**src/rtl/baccarat_pkg.sv**
```systemverilog
// rtl/baccarat_pkg.sv - shared types and constants for the baccarat sequencing controller
// Purpose: state encoding, card rank type, rank/score constants, card value helper.
// Ports: none (package).
package baccarat_pkg;

  typedef enum logic [3:0] {
    DEAL_P1   = 4'd0,
    DEAL_D1   = 4'd1,
    DEAL_P2   = 4'd2,
    DEAL_D2   = 4'd3,
    EVAL      = 4'd4,
    DEAL_P3   = 4'd5,
    BANK_EVAL = 4'd6,
    DEAL_D3   = 4'd7,
    SCORE     = 4'd8,
    DONE      = 4'd9
  } state_t;

  typedef logic [3:0] card_rank_t;

  localparam card_rank_t NO_CARD      = 4'd0;
  localparam card_rank_t FACE_MIN     = 4'd10;
  localparam logic [3:0] BANKER_STAND = 4'd7;

  // Tens and face cards count zero; a missing card (NO_CARD) also counts zero.
  function automatic logic [3:0] card_value(input card_rank_t rank);
    if (rank >= FACE_MIN || rank == NO_CARD) begin
      return 4'd0;
    end
    return rank;
  endfunction

endpackage

```
**src/rtl/baccarat_ctrl_if.sv**
```systemverilog
// rtl/baccarat_ctrl_if.sv - controller <-> datapath/top signal bundle
// Purpose: groups scores, third player card, card load enables, lights and done.
// Ports: master = controller side (reads scores, drives loads/lights/done);
//        slave  = datapath side (drives scores, reads loads/lights/done).
interface baccarat_ctrl_if;
  import baccarat_pkg::*;

  logic [3:0] pscore;
  logic [3:0] dscore;
  card_rank_t pcard3;
  logic       load_pcard1;
  logic       load_pcard2;
  logic       load_pcard3;
  logic       load_dcard1;
  logic       load_dcard2;
  logic       load_dcard3;
  logic       player_win_light;
  logic       dealer_win_light;
  logic       done;

  modport master (
    input  pscore, dscore, pcard3,
    output load_pcard1, load_pcard2, load_pcard3,
    output load_dcard1, load_dcard2, load_dcard3,
    output player_win_light, dealer_win_light, done
  );

  modport slave (
    output pscore, dscore, pcard3,
    input  load_pcard1, load_pcard2, load_pcard3,
    input  load_dcard1, load_dcard2, load_dcard3,
    input  player_win_light, dealer_win_light, done
  );

endinterface

```
**src/rtl/banker_draw_rule.sv**
```systemverilog
// rtl/banker_draw_rule.sv - banker third-card rule (combinational)
// Purpose: decides whether the banker draws given its two-card score and the
//          player's third card rank.
// Ports: dscore_i (4b banker score), pcard3_i (4b player third rank), draw_o (1b).
module banker_draw_rule
  import baccarat_pkg::*;
(
  input  logic [3:0] dscore_i,
  input  card_rank_t pcard3_i,
  output logic       draw_o
);

  logic [3:0] v;
  assign v = card_value(pcard3_i);

  always_comb begin
    draw_o = 1'b0;
    if (dscore_i < BANKER_STAND) begin
      case (dscore_i)
        4'd0, 4'd1, 4'd2: draw_o = 1'b1;
        4'd3:             draw_o = (v != 4'd8);
        4'd4:             draw_o = (v >= 4'd2) && (v <= 4'd7);
        4'd5:             draw_o = (v >= 4'd4) && (v <= 4'd7);
        4'd6:             draw_o = (v >= 4'd6) && (v <= 4'd7);
        default:          draw_o = 1'b0;
      endcase
    end
  end

endmodule

```
**src/rtl/baccarat_ctrl.sv**
```systemverilog
// rtl/baccarat_ctrl.sv - baccarat hand sequencing controller
// Purpose: steps the deal, applies natural / player-draw / banker rules,
//          latches the win lights when the hand is scored.
// Ports: slow_clock_i (clock, rising edge), reset_i (sync, active-high),
//        bus (baccarat_ctrl_if.master: scores and pcard3 in; one-hot card loads,
//        win lights and done out).
module baccarat_ctrl
  import baccarat_pkg::*;
#(
  parameter logic [3:0] NATURAL_MIN = 4'd8,
  parameter logic [3:0] STAND_MIN   = 4'd6
) (
  input  logic             slow_clock_i,
  input  logic             reset_i,
  baccarat_ctrl_if.master  bus
);

  localparam logic [3:0] ST_DEAL_P1   = DEAL_P1;
  localparam logic [3:0] ST_DEAL_D1   = DEAL_D1;
  localparam logic [3:0] ST_DEAL_P2   = DEAL_P2;
  localparam logic [3:0] ST_DEAL_D2   = DEAL_D2;
  localparam logic [3:0] ST_EVAL      = EVAL;
  localparam logic [3:0] ST_DEAL_P3   = DEAL_P3;
  localparam logic [3:0] ST_BANK_EVAL = BANK_EVAL;
  localparam logic [3:0] ST_DEAL_D3   = DEAL_D3;
  localparam logic [3:0] ST_SCORE     = SCORE;
  localparam logic [3:0] ST_DONE      = DONE;

  // Banker draws on its two-card score up to this value when the player stood.
  localparam logic [3:0] BANK_NO_P3_MAX = 4'd5;

  logic [3:0] state_q, state_d;
  logic       player_q, player_d;
  logic       dealer_q, dealer_d;
  logic       bank_draw;

  banker_draw_rule u_banker_draw_rule (
    .dscore_i (bus.dscore),
    .pcard3_i (bus.pcard3),
    .draw_o   (bank_draw)
  );

  always_comb begin
    state_d = state_q;
    case (state_q)
      ST_DEAL_P1: state_d = ST_DEAL_D1;
      ST_DEAL_D1: state_d = ST_DEAL_P2;
      ST_DEAL_P2: state_d = ST_DEAL_D2;
      ST_DEAL_D2: state_d = ST_EVAL;
      ST_EVAL: begin
        // Out-of-range scores (>9) land here as naturals by plain unsigned compare.
        if (bus.pscore >= NATURAL_MIN || bus.dscore >= NATURAL_MIN) begin
          state_d = ST_SCORE;
        end else if (bus.pscore < STAND_MIN) begin
          state_d = ST_DEAL_P3;
        end else if (bus.dscore <= BANK_NO_P3_MAX) begin
          state_d = ST_DEAL_D3;
        end else begin
          state_d = ST_SCORE;
        end
      end
      ST_DEAL_P3:   state_d = ST_BANK_EVAL;
      ST_BANK_EVAL: state_d = bank_draw ? ST_DEAL_D3 : ST_SCORE;
      ST_DEAL_D3:   state_d = ST_SCORE;
      ST_SCORE:     state_d = ST_DONE;
      ST_DONE:      state_d = ST_DONE;
      default:      state_d = ST_DEAL_P1;
    endcase
  end

  // A tie lights both, so each light is simply "my score is not lower".
  always_comb begin
    player_d = player_q;
    dealer_d = dealer_q;
    if (state_q == ST_SCORE) begin
      player_d = (bus.pscore >= bus.dscore);
      dealer_d = (bus.dscore >= bus.pscore);
    end
  end

  always_ff @(posedge slow_clock_i) begin
    if (reset_i) begin
      state_q  <= ST_DEAL_P1;
      player_q <= 1'b0;
      dealer_q <= 1'b0;
    end else begin
      state_q  <= state_d;
      player_q <= player_d;
      dealer_q <= dealer_d;
    end
  end

  // Loads are gated by reset so an abandoned hand never captures a card.
  assign bus.load_pcard1 = !reset_i && (state_q == ST_DEAL_P1);
  assign bus.load_dcard1 = !reset_i && (state_q == ST_DEAL_D1);
  assign bus.load_pcard2 = !reset_i && (state_q == ST_DEAL_P2);
  assign bus.load_dcard2 = !reset_i && (state_q == ST_DEAL_D2);
  assign bus.load_pcard3 = !reset_i && (state_q == ST_DEAL_P3);
  assign bus.load_dcard3 = !reset_i && (state_q == ST_DEAL_D3);
  assign bus.done        = !reset_i && (state_q == ST_DONE);

  assign bus.player_win_light = player_q;
  assign bus.dealer_win_light = dealer_q;

endmodule

```
**src/flat_wrapper.sv**
```systemverilog
// flat-port wrapper written by rule: the top's interface ports become plain ports
module baccarat_ctrl_flat import baccarat_pkg::*;
#(
  parameter logic [3:0] NATURAL_MIN = 4'd8,
  parameter logic [3:0] STAND_MIN   = 4'd6
)
  (slow_clock_i, reset_i, bus_pscore, bus_dscore, bus_pcard3, bus_load_pcard1, bus_load_pcard2, bus_load_pcard3, bus_load_dcard1, bus_load_dcard2, bus_load_dcard3, bus_player_win_light, bus_dealer_win_light, bus_done);
  baccarat_ctrl_if bus_i ();
  input  logic slow_clock_i;
  input  logic reset_i;
  input wire logic [$bits(bus_i.pscore)-1:0] bus_pscore;
  input wire logic [$bits(bus_i.dscore)-1:0] bus_dscore;
  input wire logic [$bits(bus_i.pcard3)-1:0] bus_pcard3;
  output wire logic [$bits(bus_i.load_pcard1)-1:0] bus_load_pcard1;
  output wire logic [$bits(bus_i.load_pcard2)-1:0] bus_load_pcard2;
  output wire logic [$bits(bus_i.load_pcard3)-1:0] bus_load_pcard3;
  output wire logic [$bits(bus_i.load_dcard1)-1:0] bus_load_dcard1;
  output wire logic [$bits(bus_i.load_dcard2)-1:0] bus_load_dcard2;
  output wire logic [$bits(bus_i.load_dcard3)-1:0] bus_load_dcard3;
  output wire logic [$bits(bus_i.player_win_light)-1:0] bus_player_win_light;
  output wire logic [$bits(bus_i.dealer_win_light)-1:0] bus_dealer_win_light;
  output wire logic [$bits(bus_i.done)-1:0] bus_done;
  assign bus_i.pscore = bus_pscore;
  assign bus_i.dscore = bus_dscore;
  assign bus_i.pcard3 = bus_pcard3;
  assign bus_load_pcard1 = bus_i.load_pcard1;
  assign bus_load_pcard2 = bus_i.load_pcard2;
  assign bus_load_pcard3 = bus_i.load_pcard3;
  assign bus_load_dcard1 = bus_i.load_dcard1;
  assign bus_load_dcard2 = bus_i.load_dcard2;
  assign bus_load_dcard3 = bus_i.load_dcard3;
  assign bus_player_win_light = bus_i.player_win_light;
  assign bus_dealer_win_light = bus_i.dealer_win_light;
  assign bus_done = bus_i.done;
  baccarat_ctrl #(.NATURAL_MIN(NATURAL_MIN), .STAND_MIN(STAND_MIN)) u_core (.slow_clock_i(slow_clock_i), .reset_i(reset_i), .bus(bus_i));
endmodule
```
**config.mk**
```make
export PLATFORM = sky130hd
export DESIGN_NAME = baccarat_ctrl_flat
export DESIGN_NICKNAME = d
export VERILOG_FILES = /design/src/rtl/baccarat_pkg.sv /design/src/rtl/baccarat_ctrl_if.sv /design/src/rtl/banker_draw_rule.sv /design/src/rtl/baccarat_ctrl.sv /design/src/flat_wrapper.sv
export SDC_FILE = /design/constraint.sdc
export NUM_CORES = 1
export LEC_CHECK = 0
export CORE_AREA = 8 8 45 47
export CTS_BUF_LIST = sky130_fd_sc_hd__clkbuf_4 sky130_fd_sc_hd__clkbuf_8
export DETAILED_ROUTE_END_ITERATION = 8
export DIE_AREA = 0 0 53 55
export HOLD_SLACK_MARGIN = 0.05
export PLACE_DENSITY_LB_ADDON = 0.05
export SLEW_MARGIN = 20
export SYNTH_ARGS = -nofsm -noshare
export SYNTH_HDL_FRONTEND = slang
export SYNTH_SLANG_ARGS = --single-unit
```
**constraint.sdc**
```tcl
create_clock -name slow_clock_i -period 3.4 [get_ports slow_clock_i]
set_input_delay 0.34 -clock slow_clock_i [delete_from_list [all_inputs] [get_ports slow_clock_i]]
set_output_delay 0.34 -clock slow_clock_i [all_outputs]
set_load 0.01 [all_outputs]
```
---- Word level (Yosys, flattened, before mapping) ----
Index checks and enable logic that the tools add are counted.
storage, ports and cells
  output and inout port bits .............. 9
  register bits after elaboration ......... 6
  input bits .............................. 14
  word-level logic and storage cells ...... 59
cells by class
  reductions and logical operators ........ 18
  $lt $le $gt $ge ......................... 12
  muxes and demuxes ....................... 10
  equal/unequal tests ..................... 16
operators by type and width
  operator            count
  $pmux 4 s9          1
  $eq 4x3->1 const B  7
  $mux 4              6
  $eq 4x2->1 const B  4
  $ge 4x4->1 const B  3
  $logic_not 4->1     3
  $logic_and 1x1->1   10
  $eq 4x1->1 const B  2
  $eq 4x4->1 const B  2
  $ge 4x3->1 const B  2
  $ge 4x4->1          2
  $le 4x3->1 const B  2
  $lt 4x3->1 const B  2
  $pmux 1 s5          1
  $ge 4x2->1 const B  1
  $ne 4x4->1 const B  1
  $reduce_or 3->1     1
  $logic_or 1x1->1    2
  $mux 1              2
  $reduce_or 2->1     1
  $logic_not 1->1     1

---- Logic depth before layout (Yosys ltp) ----
  depth after elaboration ................. 10
  gate-level depth with buffers ........... 6
  mapped depth without buffers ............ 6

---- By module ----
Synthesis repeated with hierarchy kept, for this count alone.
unflattened totals
  cell total of the unflattened synthesis .. 77
  area, all modules ....................... 595.6 sq um
by module, submodules not included
  module            cells each  times used  area each (sq um)  sequential area each (sq um)
  baccarat_ctrl     71          1           541.8              120.1
  banker_draw_rule  6           1           53.8               0.0

---- Worst setup path after synthesis ----
OpenSTA, ideal clock, no wires.
  path type ............................... input -> output
  start point ............................. input reset_i
  end point ............................... output bus_load_pcard1
  arrival time ............................ 1.217 ns
  required time ........................... 3.060 ns
  setup slack ............................. 1.843 ns
  path buffers ............................ 1
  stages .................................. 3
  cell sequence ........................... buf_2 or3_2 nor3_1
on the way
  cells in the longest elaborated chain, start to end .. 2
RTL lines
  item               line                 text
  from (decl)        flat_wrapper.sv:10   input logic reset_i;
  $logic_not 1->1    baccarat_ctrl.sv:94  assign bus.load_pcard1 = !reset_i && (state_q == ST_DEAL_P1);
  $logic_and 1x1->1  baccarat_ctrl.sv:94
  to (decl)          flat_wrapper.sv:14   output wire logic [$bits(bus_i.load_pcard1)-1:0] bus_load_pcard1;
Every way passes these cells.

---- Worst setup path in the final report ----
Ends and elaborated chain as after synthesis.

==> impl_metrics.toml <==
[floorplan]
start_util_pct = 37.6
die_w_um = 53
die_h_um = 55
fp.coreArea_mm2 = 0.00138
die_area_mm2 = 0.00292
placementRows = 14
ios = 23

[setup_path]
worst-path-max-fanout = 9
slowest_delay_ns = 0.56
cp-end-kind = "primary output"
crit_type = "input pin to primary output"
start_kind = "input pin"
cp_common_cell = "clkdlybuf4s50_1"
path_buf_inv = 2
critPathTopFamily = "buffers and inverters"
worstPathRequired_ns = 3.06
worstPathArrival_ns = 2.11
slowest_stage = "clkdlybuf4s50_1"
worstPathCellList = "clkdlybuf4s50_1, or3_2, nor3_1, clkdlybuf4s50_1"

[clock_tree]
cts_resized = 0
numCtsBuffers = 3
clock_latency_ns = 0.26
numClockSinks = 6
htreeDepth = 1
clk_pin_slew_ns = 0.05
cts.path.max_buffers = 2
cts_tree = "yes"
holdBufCountCts = 0
cts_root_buf = "clkbuf_4"
cts_setup_buffers = 0

[synth]
synth-edff-count = 0
synthArstFlopShare_pct = 0
ys_warn_count = 0
synth_fa_ha_area_share_pct = 9.62
postSynthAreaPerCell_um2 = 7.44
synth_nets = 88
yosys-top-cells-area = "dfxtp_1 (23%), ha_1 (9.6%), inv_1 (5.8%), nor2_1 (5.8%), a21oi_1 (3.8%)"
syn_area_um2 = 520
yosys.area.top_type_share_pct = 23.1
synth_compound_area_share_pct = 24.3
ys_seq_area_share_pct = 23.1
synthXorXnorAreaFrac_pct = 1.68
synth_flop_cell = "dfxtp_1"
synth.largest_area_cell = "dfxtp_1"
synth-simple-area-share_pct = 31.0
netlist_instances = 70
synth_cell_types = 32
synth_top_family_by_area = "simple AND/OR/NAND/NOR gates"
ys_ff_latch = 6
muxShareOfSynthArea_pct = 2.16

[flow_run]
drv.max_cap_violation_count = 0

[drt]
num_vias = 585
drt-pass1-iter-count = 4
viasPerCell = 5.42
drt_iter0_drc = 8
wirelength_mm = 1.35
final_antenna_net_count = 0
wl_per_cell_um = 12.5
drc_errors = 0

[finish]
final_cell_mix = "clkdlybuf4s50_1 (22), inv_1 (8), nor2_1 (8)"
fill_cells = 145
diodes = 0
drive_gt1_share_pct = 9.78
regArea_um2 = 120
area_growth_pct = 48.1
fin_nets = 112
multi_input_area_um2 = 358
final_common_cell = "clkdlybuf4s50_1"

[power]
p_total_uw = 229
ir_worst_vdd_mv = 0.108
pwr_density_cell_mw_per_mm2 = 297
p_leak_nw = 0.308

[placed_design]
detailedPlacementHpwl_mm = 1.15
port_buffers = 22
place.gp.congestion = 0.754
dpl_worst_slack_ns = 0.927

[timing]
fin_crit_sh_pct = 72.1
period_minus_slack_ns = 2.45
timing.hold.ws_ns = 0.506
max_slew_margin_pct = 74.7
setup_violations = 0
layout_setup_ws_ns = 0.950
rsz0062_at_grt = "false"
max_freq_mhz = 408
worst_pin_slew_ns = 0.376
skew_ns = 0.00838
finalSetupTns_ns = 0
hold_viol_final = 0
drv_slew = 0

[global_route]
antenna_found_initial = 0
grt_max_degree = 12
gr-total-overflow = 0
track_usage_pct = 10.4
first_global_vias = 583
grt_pass1_wl_mm = 2.30

[worst_hold_path]
min_path_type = "flip-flop to flip-flop"

[status]
status = "finished, final reports clean"
[per-stage QoR]
step,area [µm²],instances,utilization (%)
3_3_place_gp,748,105,54.1
2_1_floorplan,520,70,-
4_1_cts,771,108,55.7
6_report,771,108,55.7
5_1_grt,771,108,55.7
3_5_place_dp,748,105,54.1
[flip-flops by register name, indices dropped and copies added (netlist names)]
register / flops
u_core.bus.player_win_light: 1
u_core.bus.dealer_win_light: 1
u_core.state_q: 4
[logic make-up after synthesis]
| group | Yosys count |
|---|---|
| fa+ha+maj | 4 |
| buf+inv | 11 |
| xor+xnor | 1 |
| mux | 1 |
| compound gates | 17 |
| flops | 6 |
| simple gates | 30 |
[path summary, 6_finish.rpt]
path	from	slack (ns)	cells after the start	to
min	u_core.bus.dealer_win_light	0.51	2	u_core.bus.dealer_win_light
max reg2reg	u_core.state_q[2]	1.77	4	u_core.state_q[0]
max	reset_i	0.95	4	bus_load_pcard1
min reg2reg	u_core.bus.dealer_win_light	0.51	2	u_core.bus.dealer_win_light
[cell type report]
type / count / area share, %
clock buffers: 3 / 2.92
flip-flops and latches: 6 / 15.6
multi-input cells: 53 / 46.4
repair buffers: 22 / 28.6
well taps: 16 / 2.60
inverters: 8 / 3.90
[where the power goes]
group	switching [mW]	total [mW]	leakage, nW	internal (mW)
logic	0.0300	0.0706	0.245	0.0406
clock network	0.0313	0.0716	0.0138	0.0403
registers	0.0110	0.0867	0.0490	0.0757
[routing by layer]
metal / wire, µm / vias up / GRT usage [%]
met5: 0 / - / 0
met4: 23 / 0 / 7.76
met3: 29 / 2 / 1.60
met2: 685 / 12 / 17.6
met1: 610 / 269 / 11.7
li1: - / 302 / -
[synth_stat cells (2+ instances only)]
cell type and instances:
nor2_1 8, o22ai_1 2, dfxtp_1 6, ha_1 4
inv_1 8, nand2b_1 3, clkbuf_1 2, a31oi_1 2
or3_1 2, nor3_1 4, nand2_1 4, nand3_1 2
a21oi_1 4
[tightest hold or removal path: stages, from the launching register on]
cell	delay [ns]
dfxtp_1	0.31
nor2_1	0.10
a311oi_1	0.05
Power figures use the tool's default switching activity.
